--- src/rtl/logic_unit_arbiter.sv ---
// Round-robin arbiter sharing one bitwise logic unit (AND/OR/XOR/ANDN) among requesters.
// Optional per-requester grant counters are enabled with LOGIC_ARB_STATS_EN.
module logic_unit_arbiter #(
    parameter  int REGISTER_LENGTH = 64,
    parameter  int NUM_REQ         = 4,
    localparam int ID_W            = $clog2(NUM_REQ)
) (
    input  logic                               clk_i,
    input  logic                               rst_ni,
    input  logic [NUM_REQ-1:0]                 req_valid_i,
    output logic [NUM_REQ-1:0]                 req_ready_o,
    input  logic [2*NUM_REQ-1:0]               req_op_i,
    input  logic [REGISTER_LENGTH*NUM_REQ-1:0] req_a_i,
    input  logic [REGISTER_LENGTH*NUM_REQ-1:0] req_b_i,
    output logic                               rsp_valid_o,
    input  logic                               rsp_ready_i,
    output logic [REGISTER_LENGTH-1:0]         rsp_data_o,
    output logic [ID_W-1:0]                    rsp_id_o,
    output logic                               rsp_zero_o
`ifdef LOGIC_ARB_STATS_EN
    ,
    output logic [16*NUM_REQ-1:0]              grant_cnt_o
`endif
);

    typedef enum logic {
        S_EMPTY = 1'b0,
        S_FULL  = 1'b1
    } state_t;

    state_t                     r_state;
    state_t                     w_state_nxt;
    logic [ID_W-1:0]            r_rr_ptr;
    logic [ID_W-1:0]            w_gnt_idx;
    logic                       w_found;
    logic                       w_issue_ok;
    logic                       w_accept;
    logic [1:0]                 w_op;
    logic [REGISTER_LENGTH-1:0] w_a;
    logic [REGISTER_LENGTH-1:0] w_b;
    logic [REGISTER_LENGTH-1:0] w_res;
    logic [REGISTER_LENGTH-1:0] r_data;
    logic [ID_W-1:0]            r_id;
    logic                       r_zero;

    // Index arithmetic modulo NUM_REQ, which need not be a power of two.
    function automatic logic [ID_W-1:0] f_wrap(input logic [ID_W-1:0] p,
                                              input int k);
        int s;
        s = int'(p) + k;
        if (s >= NUM_REQ) s = s - NUM_REQ;
        return s[ID_W-1:0];
    endfunction

    always_comb begin
        w_found   = 1'b0;
        w_gnt_idx = '0;
        for (int k = 0; k < NUM_REQ; k++) begin
            if (!w_found && req_valid_i[f_wrap(r_rr_ptr, k)]) begin
                w_found   = 1'b1;
                w_gnt_idx = f_wrap(r_rr_ptr, k);
            end
        end
    end

    always_comb begin
        w_op = '0;
        w_a  = '0;
        w_b  = '0;
        for (int i = 0; i < NUM_REQ; i++) begin
            if (int'(w_gnt_idx) == i) begin
                w_op = req_op_i[2*i +: 2];
                w_a  = req_a_i[i*REGISTER_LENGTH +: REGISTER_LENGTH];
                w_b  = req_b_i[i*REGISTER_LENGTH +: REGISTER_LENGTH];
            end
        end
    end

    always_comb begin
        w_res = '0;
        unique case (w_op)
            2'b00: w_res = w_a & w_b;
            2'b01: w_res = w_a | w_b;
            2'b10: w_res = w_a ^ w_b;
            2'b11: w_res = w_a & ~w_b;
        endcase
    end

    always_ff @(posedge clk_i or negedge rst_ni) begin
        if (!rst_ni) begin
            r_state <= S_EMPTY;
        end else begin
            r_state <= w_state_nxt;
        end
    end

    always_comb begin
        w_state_nxt = r_state;
        w_issue_ok  = (r_state == S_EMPTY) || rsp_ready_i;
        w_accept    = w_found && w_issue_ok;
        req_ready_o = '0;
        if (w_accept) begin
            w_state_nxt            = S_FULL;
            req_ready_o[w_gnt_idx] = 1'b1;
        end else if ((r_state == S_FULL) && rsp_ready_i) begin
            w_state_nxt = S_EMPTY;
        end
    end

    // Data, id and zero flag stay put when the result drains.
    always_ff @(posedge clk_i or negedge rst_ni) begin
        if (!rst_ni) begin
            r_data   <= '0;
            r_id     <= '0;
            r_zero   <= 1'b1;
            r_rr_ptr <= '0;
        end else if (w_accept) begin
            r_data   <= w_res;
            r_id     <= w_gnt_idx;
            r_zero   <= (w_res == '0);
            r_rr_ptr <= f_wrap(w_gnt_idx, 1);
        end
    end

    assign rsp_valid_o = (r_state == S_FULL);
    assign rsp_data_o  = r_data;
    assign rsp_id_o    = r_id;
    assign rsp_zero_o  = r_zero;

`ifdef LOGIC_ARB_STATS_EN
    logic [15:0] r_cnt [NUM_REQ];

    always_ff @(posedge clk_i or negedge rst_ni) begin
        if (!rst_ni) begin
            for (int i = 0; i < NUM_REQ; i++) r_cnt[i] <= '0;
        end else if (w_accept && (r_cnt[w_gnt_idx] != 16'hFFFF)) begin
            r_cnt[w_gnt_idx] <= r_cnt[w_gnt_idx] + 16'd1;
        end
    end

    always_comb begin
        grant_cnt_o = '0;
        for (int i = 0; i < NUM_REQ; i++) begin
            grant_cnt_o[16*i +: 16] = r_cnt[i];
        end
    end
`endif

endmodule

--- config.mk ---
export PLATFORM = sky130hd
export DESIGN_NAME = logic_unit_arbiter
export DESIGN_NICKNAME = d
export VERILOG_FILES = /design/src/rtl/logic_unit_arbiter.sv
export SDC_FILE = /design/constraint.sdc
export NUM_CORES = 1
export LEC_CHECK = 0
export CAP_MARGIN = 5
export CORE_AREA = 2 2 232 234
export CTS_CLUSTER_SIZE = 10
export DETAILED_ROUTE_END_ITERATION = 8
export DIE_AREA = 0 0 234 236
export PLACE_DENSITY = 0.46
export SYNTH_ARGS = -nofsm -noshare
export SYNTH_HDL_FRONTEND = slang
export SYNTH_SLANG_ARGS = --single-unit
--- constraint.sdc ---
create_clock -name clk_i -period 4.5 [get_ports clk_i]
set_input_delay 0.9 -clock clk_i [delete_from_list [all_inputs] [get_ports clk_i]]
set_output_delay 0.9 -clock clk_i [all_outputs]
set_load 0.05 [all_outputs]
==> results.txt <==
The run finished with clean final reports. The worst register-to-register path begins at r_rr_ptr[1]. A synthesized cell averages 7.50 sq um. The worst ir drop on vdd is 0.324 mV. The worst setup path category is input pin to flop. The half-perimeter wire length after placement is 54800 microns. Wires add up to 66800 microns. The number of buffers inserted by port buffering came out at 598.

The residual antenna-violating net count after detailed routing came out at 0. The placer's final routability congestion estimate is 0.887. In the finished design, the share of the clock period the worst path needs comes to 96.8%. The number of global-route vias before repair came to 13800. The ratio of routed vias to standard cells came out at 4.89. The height of the die is 236 microns. The depth of the CTS H-tree came out at 3. Dividing total power by cell area gives a power density of 726 nW/um^2. The tree is rooted in a sky130_fd_sc_hd__clkbuf_16.

The pin count of the biggest net entering global routing is 41. The final period demand of the worst path came out at 4.35 ns. The all-layer global routing usage is 23.3%. The accumulated negative setup slack came out at 0 ns. The number of failing setup endpoints in the final timing report is 0. The number of clock buffers inserted by TritonCTS is 9. The worst setup path is launched from an input pin. In the final layout, the share of cells above drive strength 1 is 24.9%. The number of library cell types mapped by synthesis came out at 60. The final hold violation count came to 0. TritonCTS built the clock tree. Leaving out fill and tap cells, the most frequent cell in the layout is sky130_fd_sc_hd__clkdlybuf4s50_1.

The fraction of the yosys area taken by sequential cells is 19.0%. During synthesis, Yosys emitted a total of 0 warnings. The worst hold path belongs to the class flop to flop. The total vias in the final route is 13600.

Counting every sink on the clock net gives 70. For this configuration, the core starts out at a cell density of 17.4%. The post-synthesis instance total came out at 1230. The worst path arrival time came out at 4.65 ns.

The count of standard-cell rows is 85. The worst relative slew slack is 51.6%. Of all nets on the critical path, the largest fanout is 8.

After clock tree synthesis, the clock-pin slew on the worst setup and hold paths is 0.07 ns. The start point of the critical path is req_valid_i[2]. The net count of the finished layout came out at 2673. The post-synthesis to final-layout area growth is 111%. The overall die area came out at 55200 sq um. The number of synthesized flops with an enable pin is 0.

In this design, the stage delay of the slowest critical-path cell is 0.39 ns. The worst setup path is captured at a flop. The number of I/O pins is 599.

On the final layout, the worst hold slack is 0.475 ns. The wire length of the first global-routing pass came out at 93200 microns. The cell repeated most along the worst path is sky130_fd_sc_hd__nor2_1. The filler cell count came out at 5516. The worst-case clock skew is 0.0117 ns. The achievable frequency is 230 MHz. The remaining design rule violation count is 0.

Traced cell by cell, the critical path runs through buf_6, mux2i_1, nor2_1, nor3_4, inv_2, ha_4, nor2b_4, a22oi_2, nor2_1, a21oi_1, nor2_1, a21o_1, ha_4, buf_6, buf_12, o21ai_2, and4b_2, nor4_4, buf_4, and4_4, nand4_1, o31ai_2. At the later pin of the worst-skew pair, clock insertion delay measures 0.37 ns. In this run the horizontal extent of the chip is 234 microns.

The startpoint identified for the worst hold timing path is rsp_data_o[41]. Among all flip-flop cells after synthesis, the most frequent one is sky130_fd_sc_hd__dfrtp_1. In this run, the number of DRC markers left after iteration 0 of detailed routing was 669. The clock passes through at most 2 buffers. The static leakage is 7.94 nW. In the layout the commonest cells are 589 x sky130_fd_sc_hd__clkdlybuf4s50_1, 308 x sky130_fd_sc_hd__buf_4, 166 x sky130_fd_sc_hd__nand2_1. The number of flip-flops and latches in the synthesized netlist is 70. The number of nets in the synthesized netlist is 1828.

For the pin with the worst max-slew slack, the measured transition is 0.723 ns. The number of antenna violations at the first check in global routing came out at 5. The total area inside the core boundary comes to 53100 sq um. For this run, asynchronously set or reset flops after synthesis account for 100%. The number of maximum-capacitance constraint violations is 0. The slowest stage of the critical path is the sky130_fd_sc_hd__ha_4 cell. After detailed routing, the average wire length per cell comes to 24.0 microns.

For the worst setup path, the data required time is 4.80 ns. The total standard cell area after synthesis came out at 9230 sq um. The remaining global-route overflow came out at 0. The max-slew violation total from the final report was 0.

Before antenna repair, the detailed router went through 5 iterations.
-- path summary, 6_finish.rpt --
| kind | endpoint | slack, ns | depth (start not counted) |
|---|---|---|---|
| min in group asynchronous | rsp_data_o[30] | 0.51 | 1 |
| max reg2reg | rsp_zero_o | 0.21 | 21 |
| min reg2reg | rsp_data_o[41] | 0.47 | 2 |
| max in group asynchronous | rsp_data_o[57] | 3.06 | 2 |
| min | rsp_data_o[41] | 0.47 | 2 |
| max | rsp_zero_o | 0.15 | 22 |
-- through the flow --
stage | instance area (sq um) | util (%) | cells | setup WS [ns] | total power (W)
2_1_floorplan | 9380 | - | 1230 | -0.0911 | 0.00676
5_1_grt | 19500 | 36.7 | 2779 | -0.00929 | 0.0152
3_5_place_dp | 18400 | 34.7 | 2723 | -0.986 | 0.0126
3_3_place_gp | 18400 | 34.7 | 2723 | -0.974 | 0.0125
4_1_cts | 19300 | 36.4 | 2766 | 0.0107 | 0.0141
6_report | 19500 | 36.7 | 2781 | 0.145 | 0.0142
-- cell families after synthesis --
| family | share of synthesized area (%) |
|---|---|
| flops | 19.0 |
| buf+inv | 7.15 |
| fa+ha+maj | 9.63 |
| xor+xnor | 1.71 |
| simple gates | 21.6 |
| mux | 0.787 |
| compound gates | 40.1 |
-- layout make-up --
class	count	area (sq um)	area share [%]
repair buffers	956	9250	47.5
inverters	26	108	0.552
clock inverters	5	65.1	0.334
diodes	5	12.5	0.0642
clock buffers	11	243	1.25
multi-input cells	1012	7190	36.9
flip-flops and latches	70	1750	8.99
well taps	696	871	4.47
-- power by group --
part / total [W] / switching [W] / internal [W]
combinational: 0.0123 / 0.00651 / 0.00578
clock: 0.000793 / 0.000342 / 0.000451
sequential: 0.00107 / 0.000172 / 0.000897
-- timing repair --
| action | 4_1_cts | 5_1_grt |
|---|---|---|
| hold buffers | 0 | 0 |
| endpoints found under the setup margin | 1 | 1 |
| gates cloned | 6 | 1 |
| gates resized for setup | 51 | 42 |
| pin swaps | 13 | 17 |
| buffers inserted | 21 | 12 |
-- routing by layer --
layer	share of wire (%)	up-vias	routed length (microns)	global-route usage, %
li1	-	6494	-	-
met1	42	6615	28300	29.3
met2	51	473	34000	42.1
met3	5.9	26	3910	4.00
met4	0.91	2	608	3.24
met5	0.019	-	13	0
-- critical path, delay by kind of cell --
| kind | cells | cell delay, ns |
|---|---|---|
| AOI/OAI and AO/OA | 5 | 0.76 |
| adders and majority gates | 2 | 0.58 |
| buffers and inverters | 5 | 0.69 |
| muxes | 1 | 0.13 |
| and+or+nand+nor | 9 | 1.58 |
-- registers in the layout (all words and copies together) (netlist names) --
register and count:
r_rr_ptr 2, rsp_data_o 64, rsp_id_o 2, rsp_valid_o 1
rsp_zero_o 1
-- cells in the mapped netlist (all sizes together), types with 9 or more instances --
cell    instances  area, sq um
a221o          57          571
or3            14         87.6
or2            61          382
nand4          11         68.8
inv            25         93.8
o21ai         110          551
o22ai          69          432
xnor2           9         78.8
o22a           17          149
nand4b         10         87.6
o31ai           9         72.6
a31oi          15         93.8
nand2         167          627
ha             71          888
dfrtp          69         1730
clkbuf         63          236
xor2            9         78.8
a21oi          51          255
nand2b         12         75.1
nand3          19         95.1
a221oi         70          632
buf            62          325
o221ai         35          338
and4b          10          100
nor2           68          255
o211ai         26          195
No activity file was read; power rests on OpenSTA's default activity.
